$ cat config.mk
export PLATFORM = sky130hd
export DESIGN_NAME = reg_bank_write_arbiter_flat
export DESIGN_NICKNAME = d
export VERILOG_FILES = /design/src/rtl/reg_bank_write_arbiter_if.sv /design/src/rtl/reg_bank_write_arbiter.sv /design/src/flat_wrapper.sv
export SDC_FILE = /design/constraint.sdc
export NUM_CORES = 1
export LEC_CHECK = 0
export BUFFER_PORTS_ARGS = -buffer_cell sky130_fd_sc_hd__clkbuf_2
export CORE_UTILIZATION = 45
export DETAILED_ROUTE_END_ITERATION = 7
export PLACE_DENSITY = 0.83
export SLEW_MARGIN = 30
export SYNTH_ARGS = -nofsm -noshare
export SYNTH_HDL_FRONTEND = slang
export SYNTH_SLANG_ARGS = --single-unit
$ cat constraint.sdc
create_clock -name clk -period 2.2 [get_ports clk]
set_input_delay 0.22 -clock clk [delete_from_list [all_inputs] [get_ports clk]]
set_output_delay 0.22 -clock clk [all_outputs]
set_load 0.05 [all_outputs]
$ cat src/rtl/reg_bank_write_arbiter_if.sv
// Handshake and bank-write bundle for reg_bank_write_arbiter.
// Requesters A/B drive req/addr/data; the arbiter drives the bank side.
interface reg_bank_write_arbiter_if #(
  parameter int DATA_W = 8,
  parameter int ADDR_W = 3
);
  logic                   req_a;
  logic [ADDR_W-1:0]      addr_a;
  logic [DATA_W-1:0]      data_a;
  logic                   done_a;
  logic                   req_b;
  logic [ADDR_W-1:0]      addr_b;
  logic [DATA_W-1:0]      data_b;
  logic                   done_b;
  logic [2**ADDR_W-1:0]   bank_we;
  logic [DATA_W-1:0]      bank_d;
  logic                   busy;

  modport master (
    output req_a, addr_a, data_a,
    output req_b, addr_b, data_b,
    input  done_a, done_b,
    input  bank_we, bank_d, busy
  );

  modport slave (
    input  req_a, addr_a, data_a,
    input  req_b, addr_b, data_b,
    output done_a, done_b,
    output bank_we, bank_d, busy
  );
endinterface

$ cat src/rtl/reg_bank_write_arbiter.sv
// Two-requester write arbiter/sequencer for a flip-flop register bank.
// Optional ARB_FIXED_PRIO_EN: A always wins ties (default: round-robin).
module reg_bank_write_arbiter #(
  parameter int DATA_W      = 8,
  parameter int ADDR_W      = 3,
  parameter int HOLD_CYCLES = 2
) (
  input logic                   clk,
  input logic                   rst,
  reg_bank_write_arbiter_if.slave bus
);
  localparam int NREG = 2**ADDR_W;

  typedef enum logic [1:0] {
    IDLE,
    WRITE,
    DONE
  } state_t;

  state_t            state;
  logic [3:0]        cnt;
  logic              win_b;
  logic              pick_b;
  logic [NREG-1:0]   we_q;
  logic [DATA_W-1:0] d_q;
  logic              done_a_q;
  logic              done_b_q;
  logic              busy_q;
`ifndef ARB_FIXED_PRIO_EN
  logic              last_b;
`endif

  // Winner among requests pending this edge; a tie goes to A or round-robin.
  always_comb begin
    pick_b = bus.req_b & ~bus.req_a;
`ifndef ARB_FIXED_PRIO_EN
    if (bus.req_a & bus.req_b)
      pick_b = ~last_b;
`endif
  end

  // Sequencer: latch winner, hold the write enable, then acknowledge.
  always_ff @(posedge clk) begin
    if (rst) begin
      state    <= IDLE;
      cnt      <= '0;
      win_b    <= 1'b0;
      we_q     <= '0;
      d_q      <= '0;
      done_a_q <= 1'b0;
      done_b_q <= 1'b0;
      busy_q   <= 1'b0;
`ifndef ARB_FIXED_PRIO_EN
      last_b   <= 1'b1;
`endif
    end else begin
      unique case (state)
        IDLE: begin
          if (bus.req_a | bus.req_b) begin
            win_b  <= pick_b;
            d_q    <= pick_b ? bus.data_b : bus.data_a;
            we_q   <= NREG'(1) << (pick_b ? bus.addr_b : bus.addr_a);
            cnt    <= 4'(HOLD_CYCLES - 1);
            busy_q <= 1'b1;
            state  <= WRITE;
`ifndef ARB_FIXED_PRIO_EN
            last_b <= pick_b;
`endif
          end
        end
        WRITE: begin
          if (cnt == 4'd0) begin
            we_q     <= '0;
            done_a_q <= ~win_b;
            done_b_q <= win_b;
            state    <= DONE;
          end else begin
            cnt <= cnt - 4'd1;
          end
        end
        DONE: begin
          done_a_q <= 1'b0;
          done_b_q <= 1'b0;
          busy_q   <= 1'b0;
          state    <= IDLE;
        end
        default: state <= IDLE;
      endcase
    end
  end

  assign bus.bank_we = we_q;
  assign bus.bank_d  = d_q;
  assign bus.done_a  = done_a_q;
  assign bus.done_b  = done_b_q;
  assign bus.busy    = busy_q;
endmodule

$ cat src/flat_wrapper.sv
// flat-port wrapper written by rule: the top's interface ports become plain ports
module reg_bank_write_arbiter_flat 
#(
  parameter int DATA_W      = 8,
  parameter int ADDR_W      = 3,
  parameter int HOLD_CYCLES = 2
)
  (clk, rst, bus_req_a, bus_addr_a, bus_data_a, bus_req_b, bus_addr_b, bus_data_b, bus_done_a, bus_done_b, bus_bank_we, bus_bank_d, bus_busy);
  reg_bank_write_arbiter_if #(.DATA_W(DATA_W), .ADDR_W(ADDR_W)) bus_i ();
  input logic clk;
  input logic rst;
  input wire logic [$bits(bus_i.req_a)-1:0] bus_req_a;
  input wire logic [$bits(bus_i.addr_a)-1:0] bus_addr_a;
  input wire logic [$bits(bus_i.data_a)-1:0] bus_data_a;
  input wire logic [$bits(bus_i.req_b)-1:0] bus_req_b;
  input wire logic [$bits(bus_i.addr_b)-1:0] bus_addr_b;
  input wire logic [$bits(bus_i.data_b)-1:0] bus_data_b;
  output wire logic [$bits(bus_i.done_a)-1:0] bus_done_a;
  output wire logic [$bits(bus_i.done_b)-1:0] bus_done_b;
  output wire logic [$bits(bus_i.bank_we)-1:0] bus_bank_we;
  output wire logic [$bits(bus_i.bank_d)-1:0] bus_bank_d;
  output wire logic [$bits(bus_i.busy)-1:0] bus_busy;
  assign bus_i.req_a = bus_req_a;
  assign bus_i.addr_a = bus_addr_a;
  assign bus_i.data_a = bus_data_a;
  assign bus_i.req_b = bus_req_b;
  assign bus_i.addr_b = bus_addr_b;
  assign bus_i.data_b = bus_data_b;
  assign bus_done_a = bus_i.done_a;
  assign bus_done_b = bus_i.done_b;
  assign bus_bank_we = bus_i.bank_we;
  assign bus_bank_d = bus_i.bank_d;
  assign bus_busy = bus_i.busy;
  reg_bank_write_arbiter #(.DATA_W(DATA_W), .ADDR_W(ADDR_W), .HOLD_CYCLES(HOLD_CYCLES)) u_core (.clk(clk), .rst(rst), .bus(bus_i));
endmodule
==> impl_metrics.tcl, run 1 <==
set metrics [dict create \
    clk_latency_ps 340 \
    n_antenna_cell 0 \
    root_buffer "clkbuf_4" \
    die_x_um 53.8 \
    synth_area_leaders "dfxtp_1 45%, mux2i_1 9.1%, nor2_1 6.2%, a211oi_1 5.6%, nand3_1 3.7%" \
    nNetsFinal 207 \
    rsz0062_at_grt "false" \
    async_flop_share 0 \
    cts_max_level 1 \
    numPortBuffers 44 \
    ioPinCount 45 \
    netlist_area_um2 1210 \
    yosysTopAreaCell "dfxtp_1" \
    power_w 0.00116 \
    hold_path.class "input port to register" \
    worst_pin_slew_ps 414 \
    grt_pass1_vias 925 \
    antenna_found_initial 0 \
    grtUsageTotal 0.184 \
    hpwl_um 1920 \
    use_met1 0.238 \
    run_status "completed" \
    final_common_cell "clkbuf_2" \
    worstPathCellList "inv_1 -> ha_1 -> or3b_2 -> and2_1 -> o31a_1 -> nor2_1" \
    core-area_um2 2500 \
    fmax_ghz 0.597 \
    endpoint_kind "register" \
    post-route-period-util 0.762 \
    grtUsageMet3 0.0254 \
    viasPerCell 5.33 \
    final_util 0.592 \
    ys_ff_latch 27 \
    crit_path_max_incr_delay_ps 490 \
    relSlewSlack 0.716 \
    worstSetupStartpoint "u_core.cnt[0]$_SDFFE_PP0P_" \
    synth-seq-area-share 0.448 \
    syn2layout_area_growth_pct 22.6 \
    ys.flop_type "dfxtp_1" \
    grt_max_degree 27 \
    place_congestion 0.722 \
    numCtsBuffers 3 \
    holdPathStages 3 \
    postCtsSetupBuffers 0 \
    worstPathMaxFanout 4 \
    drv_slew 0 \
    fin_skew_ps 14.6 \
    cpMaxStageDelayCell "or3b_2" \
    fp.dieH_um 53.8 \
    drcViolationCount 0 \
    grt_pass1_wl_um 3830 \
    avgRoutedWirePerCell_um 11.8 \
    yosys_warnings 0 \
    finalSetupViolCount 0 \
    routed_wirelength_um 2460 \
    first_pass_iters 4 \
    n_fill_cell 231 \
    use_met2 0.296 \
    die_area_um2 2890 \
    grt_busiest_layer "met2" \
    ff2ff_setup_slack_ps 520 \
    drive_gt1_frac 0.298 \
    worstSetupPathType "register to register" \
    critical_path_required_ps 2470 \
    cts_tree "done" \
    first_iter_violations 12 \
    vias 1108 \
    r2r_start "u_core.cnt[0]$_SDFFE_PP0P_" \
    fin_crit_ps 1680 \
    post_cts_resized 0 \
    hold_buffers 0 \
    p_leak_nw 0.693 \
    irDropWorstVdd_uv 566 \
    power_density_nw_per_um2 782 \
    min_from "bus_data_a[7]" \
    synth_edf_count 0 \
    yosysUniqueCellTypes 30 \
    cts_sinks 27 \
    finalSetupTns_ps 0 \
    clk_pin_slew_ps 150 \
    synthCells 134 \
    cp-start-kind "register" \
    final_antenna_net_count 0 \
    cp_data_arrival_time_ps 1950 \
    overflow 0 \
    synth_top_area_frac 0.448 \
    cts_buffer_depth 2 \
    layout_common_cells "44 x clkbuf_2, 27 x dfxtp_1, 20 x nor2_1" \
    reg2reg_depth 6 \
    finalHoldViolations 0 \
    synth_fp_nets 162 \
    cap_violations 0 \
    postSynthAreaPerCell_um2 9.01 \
    rows 18 \
    start_util 0.483 \
]
==> final timing paths <==
path / endpoint
worst max-delay path: u_core.cnt[1]$_SDFFE_PP0P_
worst min-delay path: u_core.bus.bank_d[7]$_SDFFE_PP0P_
worst max register to register: u_core.cnt[1]$_SDFFE_PP0P_
worst min register to register: u_core.bus.bank_we[2]$_SDFFE_PP0P_
==> per-layer routing <==
| layer | part of all wire | vias up |
|---|---|---|
| li1 | - | 574 |
| met1 | 0.46 | 487 |
| met2 | 0.47 | 41 |
| met3 | 0.055 | 6 |
| met4 | 0.016 | 0 |
| met5 | 0 | - |
==> cell usage after synthesis, types with 2 or more instances <==
cell type,number
dfxtp_1,27
nor2_1,20
mux2i_1,11
a211oi_1,9
nand3_1,9
nor3_1,6
a21oi_1,5
and3_1,5
inv_1,5
nand2_1,5
clkbuf_1,4
o211ai_1,3
o2bb2ai_1,3
and2_1,2
ha_1,2
nor3b_1,2
or3_1,2
xor2_1,2
==> logic make-up after synthesis <==
family / synth area share
AO/OA/AOI/OAI: 0.155
buffers and inverters: 0.0383
AND/OR/NAND/NOR: 0.232
XOR/XNOR: 0.0145
multiplexers: 0.0912
flip-flops: 0.448
adder cells (fa/ha/maj): 0.0207
==> state kept, by name, indices dropped and copies added, names as in the netlist <==
register	cells
u_core.bus.done_b	1
u_core.last_b	1
u_core.bus.bank_we	8
u_core.bus.busy	1
u_core.cnt	4
u_core.state	2
u_core.bus.bank_d	8
u_core.win_b	1
u_core.bus.done_a	1
==> per-stage QoR <==
stage                     cells  hold WS, ps  area, um^2  setup slack [ps]
final                       208          191        1480               524
after global routing        208          216        1480               435
after CTS                   208          195        1480               520
after detailed placement    204          459        1450               554
after global placement      204          453        1450               606
after floorplan             134          347        1210               644
==> power breakdown <==
| group | leakage, nW | internal (W) | total [W] | switching (W) |
|---|---|---|---|---|
| clock | 0.0177 | 0.0000684 | 0.000220 | 0.000151 |
| combinational | 0.454 | 0.000119 | 0.000372 | 0.000253 |
| sequential | 0.222 | 0.000536 | 0.000565 | 0.0000286 |
==> final cells by class <==
| class | count | area [um^2] | area share |
|---|---|---|---|
| Clock buffer | 3 | 22.5 | 0.0152 |
| Clock inverter | 1 | 5.00 | 0.00338 |
| Inverter | 5 | 18.8 | 0.0127 |
| Multi-Input combinational cell | 96 | 621 | 0.419 |
| Sequential cell | 27 | 541 | 0.365 |
| Tap cell | 30 | 37.5 | 0.0254 |
| Timing Repair Buffer | 46 | 235 | 0.159 |
==> worst max-delay path: cells and delay by family, from the launching register on <==
kind / cells / cell delay (ps)
flip-flops: 1 / 360
AND/OR/NAND/NOR: 3 / 780
AO/OA/AOI/OAI: 1 / 240
adder cells (fa/ha/maj): 1 / 160
buffers and inverters: 1 / 80
(Power assumes the default switching activity.)
==> run 2: changes to the inputs <==
CORE_UTILIZATION = 43   (was 45)
clock period = 1.38 ns   (was 2.2 ns; I/O delays follow)
==> run 2 against run 1 <==
Compared with the run above:
- the run now ends with setup timing left
- worst hold slack worse by 100 ps
- core utilization up 7.5 points
- total power up 74%
- final cell count up 7.2%
- via count up 7.1%
- critical path depth unchanged
- clock-buffer cell count unchanged
- clock skew up 6.0 ps
- clock power up 62%
- non-clock buffer count up 15
- sequential share of layout area down 4.6 points
- largest power group unchanged
- highest routed layer unchanged
==> impl_metrics.tcl, run 2 (same netlist as run 1, synthesis figures left out) <==
set metrics [dict create \
    power_frac_comb 0.373 \
    cp.depth 6 \
    placed_cell_area_um2 1560 \
    nNetsFinal 222 \
    run_status "finished, violations left" \
    die_area_um2 3020 \
    drive_gt1_frac 0.446 \
    p_sw_frac 0.371 \
    worstPathCellList "inv_2 -> ha_4 -> or3b_4 -> and2_4 -> o31a_1 -> nor2_1" \
    worst_pin_slew_ps 284 \
    ioPinCount 45 \
    numCtsBuffers 3 \
    fin_crit_ps 1470 \
    crit_path_max_incr_delay_ps 400 \
    vias 1187 \
    grtUsageTotal 0.191 \
    clk_pin_slew_ps 160 \
    rows 18 \
    use_met1 0.209 \
    final_common_cell "clkbuf_2" \
    grt_busiest_layer "met2" \
    power_w 0.00201 \
    cts_max_level 1 \
    cts_sinks 27 \
    grt_pass1_wl_um 4140 \
    viasPerCell 5.32 \
    grt_max_degree 27 \
    worstPathMaxFanout 4 \
    n_fill_cell 207 \
    pwr-share-clk 0.177 \
    p_leak_nw 0.783 \
    post-route-period-util 1.06 \
    hold_path.class "input port to register" \
    cpMaxStageDelayCell "or3b_4" \
    grt_pass1_vias 1047 \
    drcViolationCount 0 \
    fmax_ghz 0.681 \
    fin_skew_ps 20.6 \
    avgRoutedWirePerCell_um 12.8 \
    cts_tree "done" \
    worstSetupStartpoint "u_core.cnt[1]$_SDFFE_PP0P_" \
    irDropWorstVdd_uv 852 \
    critical-path-top-delay-family "simple AND/OR/NAND/NOR gates" \
    overflow 0 \
    r2r_end "u_core.cnt[1]$_SDFFE_PP0P_" \
    cp_data_arrival_time_ps 1740 \
    root_buffer "clkbuf_4" \
    rsz0062_at_grt "true" \
    endpoint "u_core.cnt[1]$_SDFFE_PP0P_" \
    cts_buffer_depth 2 \
    cap_violations 0 \
    core-area_um2 2570 \
    grtUsageMet3 0.0273 \
    intPower_w 0.00127 \
    start_util 0.470 \
    use_met2 0.351 \
    cp-start-kind "register" \
    r2r_start "u_core.cnt[1]$_SDFFE_PP0P_" \
    endpoint_kind "register" \
    relSlewSlack 0.809 \
    reg2reg_depth 6 \
    routed_wirelength_um 2850 \
    n_antenna_cell 0 \
    fp.dieH_um 55.0 \
    final_antenna_net_count 0 \
    hold_buffers 0 \
    path_buf_inv 1 \
    drv_slew 0 \
    final_area_um2 1710 \
    first_iter_violations 15 \
    place_congestion 0.777 \
    dp_cells 213 \
    fin_ws_ps -89.4 \
    violations "setup timing" \
    die_x_um 55.0 \
    first_pass_iters 4 \
    clk_latency_ps 340 \
    power_switching_w 0.000747 \
    worstSetupPathType "register to register" \
    critical_path_required_ps 1650 \
    layout_common_cells "44 x clkbuf_2, 22 x dfxtp_1, 20 x nor2_1" \
    whs_ps 90.8 \
    numPortBuffers 44 \
    antenna_found_initial 0 \
    final_util 0.667 \
    ff2ff_setup_slack_ps -90 \
    power_density_nw_per_um2 1180 \
    finalHoldViolations 0 \
    hpwl_um 2050 \
    seqPwrFrac 0.450 \
    stdcell_count 223 \
    syn2layout_area_growth_pct 41.9 \
    finalSetupViolCount 2 \
]
[run 2: how the worst min path moves through the flow]
stage                                                   from                                 end  cells past startpoint
after floorplan                                          rst          u_core.last_b$_SDFFE_PP1P_                      2
after detailed placement  u_core.bus.bank_we[6]$_SDFFE_PP0P_  u_core.bus.bank_we[6]$_SDFFE_PP0P_                      1
final                                          bus_data_a[1]   u_core.bus.bank_d[1]$_SDFFE_PP0P_                      3
after CTS                                      bus_data_a[1]   u_core.bus.bank_d[1]$_SDFFE_PP0P_                      3
after global routing                           bus_data_a[6]   u_core.bus.bank_d[6]$_SDFFE_PP0P_                      3
after global placement    u_core.bus.bank_we[5]$_SDFFE_PP0P_  u_core.bus.bank_we[5]$_SDFFE_PP0P_                      1
[run 2: layout make-up]
class                   count  area [um^2]  share of cell area
repair buffers             61          364               0.213
inverters                   5         18.8              0.0110
multi-input cells          96          716               0.418
clock inverters             1         7.51             0.00438
clock buffers               3         22.5              0.0131
flip-flops and latches     27          547               0.319
well taps                  30         37.5              0.0219
[run 2: power groups by stage]
stage,clock network [W],logic (W),registers [W]
2_1_floorplan,0,0.000296,0.00110
3_3_place_gp,0,0.000663,0.000915
3_5_place_dp,0,0.000684,0.000920
4_1_cts,0.000363,0.000708,0.000905
5_1_grt,0.000396,0.000814,0.000919
6_report,0.000356,0.000751,0.000907
[run 2: per-stage QoR]
step	TNS, ps	setup WS (ps)
after floorplan	-7.48	-7.48
after global placement	-4.18	-4.18
after detailed placement	-56.6	-42.0
after CTS	-104	-73.1
after global routing	-389	-128
final	-136	-89.4
[run 2: worst min-delay path: cells and delay by family]
family | cells | cell delay, ps
compound gates | 1 | 80
buf+inv | 1 | 80
mux | 1 | 110
[run 2: timing repair]
action                     CTS  global route
cloned                       0             0
pin swaps                    0             6
resized for setup            4            11
setup endpoints to repair    4             9
setup buffers                3             3
[run 2: layer usage]
metal,wire length [um],up-vias
met5,0,-
met4,46,0
met3,132,5
met2,1450,41
met1,1220,543
li1,-,598
